[src/rtl/layer2_flatten_if.sv]
// ----------------------------------------------------------------------------
// layer2_flatten_if
//   Bundles the bank-read port and the flattened output stream of
//   layer2_flatten.
//   master : flatten engine side (drives rd_*, m_valid/m_data/m_index/m_last)
//   slave  : memory + dense-layer side (drives rd_data, m_ready)
//   Signals:
//     rd_en    bank read strobe
//     rd_ch    bank select (4 bits)
//     rd_addr  bank read address (ADDR_W)
//     rd_data  signed read data, valid 1 cycle after rd_en
//     m_valid  output element valid
//     m_ready  consumer accepts when m_valid && m_ready
//     m_data   signed element value
//     m_index  flat index (IDX_W)
//     m_last   final element marker
// ----------------------------------------------------------------------------
interface layer2_flatten_if #(
    parameter int ADDR_W = 8,
    parameter int IDX_W  = 10
);
    logic              rd_en;
    logic [3:0]        rd_ch;
    logic [ADDR_W-1:0] rd_addr;
    logic signed [7:0] rd_data;
    logic              m_valid;
    logic              m_ready;
    logic signed [7:0] m_data;
    logic [IDX_W-1:0]  m_index;
    logic              m_last;

    modport master (
        output rd_en, rd_ch, rd_addr,
        input  rd_data,
        output m_valid, m_data, m_index, m_last,
        input  m_ready
    );

    modport slave (
        input  rd_en, rd_ch, rd_addr,
        output rd_data,
        input  m_valid, m_data, m_index, m_last,
        output m_ready
    );
endinterface

[src/rtl/layer2_flatten.sv]
// ----------------------------------------------------------------------------
// layer2_flatten
//   Reads the CH pooled POOL_W x POOL_W maps in place from the MAP_W x MAP_W
//   channel banks (pooled element (r,c) at 2*MAP_W*r + 2*c) and emits them as
//   one channel-major stream of signed bytes with a running flat index.
//   One element per 3 cycles (READ, WAIT, SEND) with m_ready held high.
//
//   Ports:
//     clk    clock
//     rst    asynchronous reset, active-low
//     start  one-cycle pulse; begins a scan when idle, ignored otherwise
//     bus    layer2_flatten_if.master (bank read port + output stream)
//     busy   high from the cycle after an accepted start until done
//     done   one-cycle pulse, the cycle after the m_last handshake
//
//   Optional feature macro: FLATTEN_ZERO_SKIP_EN
//     When defined, zero-valued elements other than the final one are not
//     emitted; m_index still carries the true flat index (sparse stream).
// ----------------------------------------------------------------------------
module layer2_flatten #(
    parameter int CH     = 16,
    parameter int MAP_W  = 14,
    parameter int POOL_W = 7,
    parameter int ADDR_W = 8,
    parameter int IDX_W  = 10
) (
    input  logic             clk,
    input  logic             rst,
    input  logic             start,
    layer2_flatten_if.master bus,
    output logic             busy,
    output logic             done
);
    localparam int                PW       = $clog2(POOL_W);
    localparam logic [PW-1:0]     P_MAX    = PW'(POOL_W - 1);
    localparam logic [ADDR_W-1:0] ROW_STEP = ADDR_W'(2 * MAP_W);
    localparam logic [IDX_W-1:0]  LAST_IDX = IDX_W'(CH * POOL_W * POOL_W - 1);

    typedef enum logic [2:0] {IDLE, READ, WAIT, SEND, FIN} state_t;

    state_t           state_q, state_d;
    logic [3:0]       ch_q, ch_nx;
    logic [PW-1:0]    r_q, r_nx;
    logic [PW-1:0]    c_q, c_nx;
    logic [IDX_W-1:0] idx_q;
    logic             skip;
    logic             handshake;

    assign handshake = (state_q == SEND) && bus.m_ready;

    // Next position in channel-major, row-major order.
    always_comb begin
        c_nx  = c_q + 1'b1;
        r_nx  = r_q;
        ch_nx = ch_q;
        if (c_q == P_MAX) begin
            c_nx = '0;
            if (r_q == P_MAX) begin
                r_nx  = '0;
                ch_nx = ch_q + 1'b1;
            end else begin
                r_nx = r_q + 1'b1;
            end
        end
    end

`ifdef FLATTEN_ZERO_SKIP_EN
    // The final element is always emitted so m_last/done are never lost.
    always_comb begin
        skip = (bus.rd_data == '0) && (idx_q != LAST_IDX);
    end
`else
    always_comb begin
        skip = 1'b0;
    end
`endif

    always_comb begin
        state_d = state_q;
        case (state_q)
            IDLE:    if (start) state_d = READ;
            READ:    state_d = WAIT;
            WAIT:    state_d = skip ? READ : SEND;
            SEND:    if (bus.m_ready) state_d = bus.m_last ? FIN : READ;
            FIN:     state_d = IDLE;
            default: state_d = IDLE;
        endcase
    end

    always_ff @(posedge clk or negedge rst) begin
        if (!rst) state_q <= IDLE;
        else      state_q <= state_d;
    end

    // Read port is only driven while in READ, so no stray strobes or addresses.
    always_comb begin
        bus.rd_en   = (state_q == READ);
        bus.rd_ch   = (state_q == READ) ? ch_q : '0;
        bus.rd_addr = (state_q == READ) ?
                      (ROW_STEP * ADDR_W'(r_q)) + (ADDR_W'(c_q) << 1) : '0;
        done        = (state_q == FIN);
    end

    always_ff @(posedge clk or negedge rst) begin
        if (!rst) begin
            ch_q        <= '0;
            r_q         <= '0;
            c_q         <= '0;
            idx_q       <= '0;
            busy        <= 1'b0;
            bus.m_valid <= 1'b0;
            bus.m_data  <= '0;
            bus.m_index <= '0;
            bus.m_last  <= 1'b0;
        end else begin
            case (state_q)
                IDLE: begin
                    if (start) begin
                        ch_q  <= '0;
                        r_q   <= '0;
                        c_q   <= '0;
                        idx_q <= '0;
                        busy  <= 1'b1;
                    end
                end
                WAIT: begin
                    if (skip) begin
                        ch_q  <= ch_nx;
                        r_q   <= r_nx;
                        c_q   <= c_nx;
                        idx_q <= idx_q + 1'b1;
                    end else begin
                        bus.m_data  <= bus.rd_data;
                        bus.m_index <= idx_q;
                        bus.m_last  <= (idx_q == LAST_IDX);
                        bus.m_valid <= 1'b1;
                    end
                end
                SEND: begin
                    if (handshake) begin
                        bus.m_valid <= 1'b0;
                        bus.m_last  <= 1'b0;
                        ch_q        <= ch_nx;
                        r_q         <= r_nx;
                        c_q         <= c_nx;
                        idx_q       <= idx_q + 1'b1;
                    end
                end
                FIN: begin
                    busy  <= 1'b0;
                    ch_q  <= '0;
                    r_q   <= '0;
                    c_q   <= '0;
                    idx_q <= '0;
                end
                default: ;
            endcase
        end
    end
endmodule

[src/flat_wrapper.sv]
// flat-port wrapper written by rule: the top's interface ports become plain ports
module layer2_flatten_flat 
#(
    parameter int CH     = 16,
    parameter int MAP_W  = 14,
    parameter int POOL_W = 7,
    parameter int ADDR_W = 8,
    parameter int IDX_W  = 10
)
  (clk, rst, start, busy, done, bus_rd_en, bus_rd_ch, bus_rd_addr, bus_rd_data, bus_m_valid, bus_m_data, bus_m_index, bus_m_last, bus_m_ready);
  layer2_flatten_if #(.ADDR_W(ADDR_W), .IDX_W(IDX_W)) bus_i ();
  input  logic clk;
  input  logic rst;
  input  logic start;
  output logic busy;
  output logic done;
  output wire logic [$bits(bus_i.rd_en)-1:0] bus_rd_en;
  output wire logic [$bits(bus_i.rd_ch)-1:0] bus_rd_ch;
  output wire logic [$bits(bus_i.rd_addr)-1:0] bus_rd_addr;
  input wire logic [$bits(bus_i.rd_data)-1:0] bus_rd_data;
  output wire logic [$bits(bus_i.m_valid)-1:0] bus_m_valid;
  output wire logic [$bits(bus_i.m_data)-1:0] bus_m_data;
  output wire logic [$bits(bus_i.m_index)-1:0] bus_m_index;
  output wire logic [$bits(bus_i.m_last)-1:0] bus_m_last;
  input wire logic [$bits(bus_i.m_ready)-1:0] bus_m_ready;
  assign bus_rd_en = bus_i.rd_en;
  assign bus_rd_ch = bus_i.rd_ch;
  assign bus_rd_addr = bus_i.rd_addr;
  assign bus_i.rd_data = bus_rd_data;
  assign bus_m_valid = bus_i.m_valid;
  assign bus_m_data = bus_i.m_data;
  assign bus_m_index = bus_i.m_index;
  assign bus_m_last = bus_i.m_last;
  assign bus_i.m_ready = bus_m_ready;
  layer2_flatten #(.CH(CH), .MAP_W(MAP_W), .POOL_W(POOL_W), .ADDR_W(ADDR_W), .IDX_W(IDX_W)) u_core (.clk(clk), .rst(rst), .start(start), .bus(bus_i), .busy(busy), .done(done));
endmodule
[config.mk]
export PLATFORM = sky130hd
export DESIGN_NAME = layer2_flatten_flat
export DESIGN_NICKNAME = d
export VERILOG_FILES = /design/src/rtl/layer2_flatten_if.sv /design/src/rtl/layer2_flatten.sv /design/src/flat_wrapper.sv
export SDC_FILE = /design/constraint.sdc
export NUM_CORES = 1
export LEC_CHECK = 0
export CELL_PAD_IN_SITES_DETAIL_PLACEMENT = 1
export CELL_PAD_IN_SITES_GLOBAL_PLACEMENT = 2
export CORE_MARGIN = 2
export CORE_UTILIZATION = 29
export DETAILED_ROUTE_END_ITERATION = 10
export GPL_ROUTABILITY_DRIVEN = 0
export PLACE_DENSITY = 0.82
export SYNTH_ARGS = -nofsm -noshare
export SYNTH_HDL_FRONTEND = slang
export SYNTH_SLANG_ARGS = --single-unit
[constraint.sdc]
create_clock -name clk -period 2.7 [get_ports clk]
set_input_delay 0.27 -clock clk [delete_from_list [all_inputs] [get_ports clk]]
set_output_delay 0.27 -clock clk [all_outputs]
set_load 0.02 [all_outputs]
==> reports/metrics.yaml <==
yosysUniqueCellTypes: 40
tritoncts: "done"
avgSynthCellArea_sq_um: 10.09
clock-sinks: 44
synth-edff-count: 0
drive_gt1_frac: 0.2341
num_vias: 1960
detail-route-antenna-nets: 0
violations: "negative setup slack"
combPwrFrac: 0.426
grt_pass1_wl_mm: 9.936
final_cell_mix: "dfrtp_1 (42), clkdlybuf4s50_1 (39), buf_4 (21)"
cp-start-kind: "flop"
placed_cell_area_sq_mm: 0.003042
clk_latency_ns: 0.30
wl_per_cell_microns: 14.57
synth_nets: 261
stdcell_area_sq_mm: 0.003198
critPathKind: "reg2out"
num_antenna_cells: 0
grt_max_degree: 45
p_clk_frac: 0.201
end_kind: "output pin"
power_frac_seq: 0.373
crit_required_ns: 2.43
drv_slew: 0
holdWs_ns: 0.1105
max_freq_ghz: 0.3001
core_sq_mm: 0.007807
dr.pass1.iters: 4
grt_setup_unrepaired: "yes"
status: "complete, but fails checks"
initial_utilization: 0.3037
switchingPower_uw: 987.1
area_delta_synth_final_pct: 34.88
syn_inst: 235
tns_ns: -1.368
root_buffer: "clkbuf_8"
die_h_microns: 94.42
h-tree-depth: 2
clock_skew_ns: 0.008228
hold_path.class: "in2async"
syn_area_sq_mm: 0.002371
async_flop_share: 1.000
swShare: 0.3784
p_per_area_mw_per_mm2: 815.7
leakage_nw: 1.378
io_buffer_count: 45
ys_seq_elements: 44
fp-row-count: 32
min_period_over_period: 1.234
antenna_found_initial: 0
grt_pass1_vias: 2040
tightest_slew_ns: 0.9655
drcViolationCount: 0
grtUsageTotal: 0.1410
ir_worst_vdd_mv: 0.3649
cts_max_path_buffers: 2
cts_buffers: 5
hold_viol: 0
cp.arrival_ns: 3.06
fillers: 889
drt_iter0_drc: 54
cap_violations: 0
final_common_cell: "dfrtp_1"
min_period_ns: 3.332
dieArea_sq_mm: 0.008915
setup_viol: 3
hpwlAfterDp_mm: 4.245
viasPerCell: 4.888
power.internal_mw: 1.621
fp.dieW_microns: 94.42
worst-path-max-fanout: 3
io-pin-count: 47
yosys_warnings: 0
yosys_most_used_dff: "dfrtp_1"
cts.clk_slew.worst_paths_ns: 0.09
layout_setup_ws_ns: -0.6321
synth_seq_area_share: 0.4644
slew_headroom: 0.3563
wl_mm: 5.841
rrSetupSlack_ns: 0.86
nNetsFinal: 324
grt-ovfl-total: 0
worst max-delay path, cell delays in order (launching register included):
cell	delay, ns
dfrtp_2	0.37
inv_2	0.05
fa_1	0.53
inv_1	0.05
ha_2	0.18
inv_2	0.05
fa_1	0.41
nand2b_4	0.16
or4_4	0.49
a21oi_4	0.14
a211oi_2	0.05
a21oi_2	0.13
buf_4	0.15
routing by layer:
layer  part of all wire  GRT usage  vias up
met5                  0          0        -
met4              0.012    0.03623        0
met3              0.027    0.02554        6
met2               0.49     0.2321       28
met1               0.47     0.1924      984
li1                   -          -      942
power by group through the flow:
stage / Combinational (mW) / Sequential [mW] / Clock, mW
3_5_place_dp: 1.12 / 0.988 / 0
6_report: 1.11 / 0.973 / 0.525
5_1_grt: 1.22 / 1.01 / 0.565
4_1_cts: 1.13 / 0.977 / 0.544
2_1_floorplan: 0.554 / 1.08 / 0
3_3_place_gp: 1.10 / 0.979 / 0
timing repair:
action                     CTS  global route
hold buffers                 0             0
resized for setup           25             9
setup buffers                2             0
setup endpoints to repair    5            10
pin swaps                    5             3
registers in the layout (all words and copies together), names as in the netlist:
| name | flops |
|---|---|
| u_core.bus.m_last | 1 |
| u_core.c_q | 3 |
| u_core.idx_q | 10 |
| u_core.bus.m_valid | 1 |
| u_core.state_q | 3 |
| u_core.busy | 1 |
| u_core.r_q | 3 |
| u_core.bus.m_index | 10 |
| u_core.bus.m_data | 8 |
| u_core.ch_q | 4 |
cell type report:
class / instances / area [sq um] / share of cell area
multi-input combinational: 171 / 1236 / 0.3865
sequential: 44 / 1104 / 0.3451
timing repair buffer: 63 / 566.8 / 0.1772
tap: 102 / 127.6 / 0.03991
clock buffer: 5 / 68.82 / 0.02152
inverter: 13 / 48.80 / 0.01526
clock inverter: 3 / 46.29 / 0.01448
synth_stat cells (2+ instances only):
cell type,instances,area share
nand2_1,19,0.030
and3_1,5,0.013
a21oi_1,9,0.019
o31ai_1,2,0.0063
nor3_1,6,0.013
a22o_1,4,0.015
a41oi_1,2,0.0074
or3_1,2,0.0053
nand3_1,7,0.015
mux2_2,19,0.090
o21ai_0,16,0.034
fa_1,4,0.034
buf_4,2,0.0063
buf_2,4,0.0084
o21ai_1,14,0.030
nand2b_1,2,0.0053
nand4_1,3,0.0079
nor2_1,20,0.032
nor2b_1,2,0.0053
and2_1,9,0.024
dfrtp_1,44,0.46
inv_1,13,0.021
ha_1,10,0.053
stage by stage:
stage	setup slack (ns)	util	total power, mW	std cells
floorplan	-0.3058	-	1.636	235
global placement	-0.7336	0.3896	2.076	391
detailed placement	-0.8584	0.3896	2.110	391
CTS	-0.6810	0.4054	2.651	401
global route	-0.7683	0.4096	2.790	401
finish	-0.6321	0.4096	2.609	401
worst paths after layout:
check / start / to / depth (start not counted)
max reg2reg: u_core.state_q[1] / u_core.ch_q[3] / 4
max: u_core.r_q[0] / bus_rd_addr[7] / 12
max in group asynchronous: rst / u_core.state_q[0] / 1
min: rst / u_core.bus.m_data[3] / 1
min reg2reg: u_core.bus.m_valid / u_core.bus.m_valid / 1
min in group clk: u_core.bus.m_valid / u_core.bus.m_valid / 1
cells by family (layout without fill, tap and decap cells):
family | count (synthesis) | after routing | synth area share
AND/OR/NAND/NOR | 81 | 81 | 0.1736
AO/OA/AOI/OAI | 54 | 54 | 0.1393
flip-flops | 44 | 44 | 0.4644
buffers and inverters | 20 | 84 | 0.03694
multiplexers | 19 | 19 | 0.09024
adder cells (fa/ha/maj) | 14 | 14 | 0.08654
XOR/XNOR | 2 | 2 | 0.007389
other | 1 | 1 | 0.001582
Note: power is estimated with default switching activity, not from simulation.
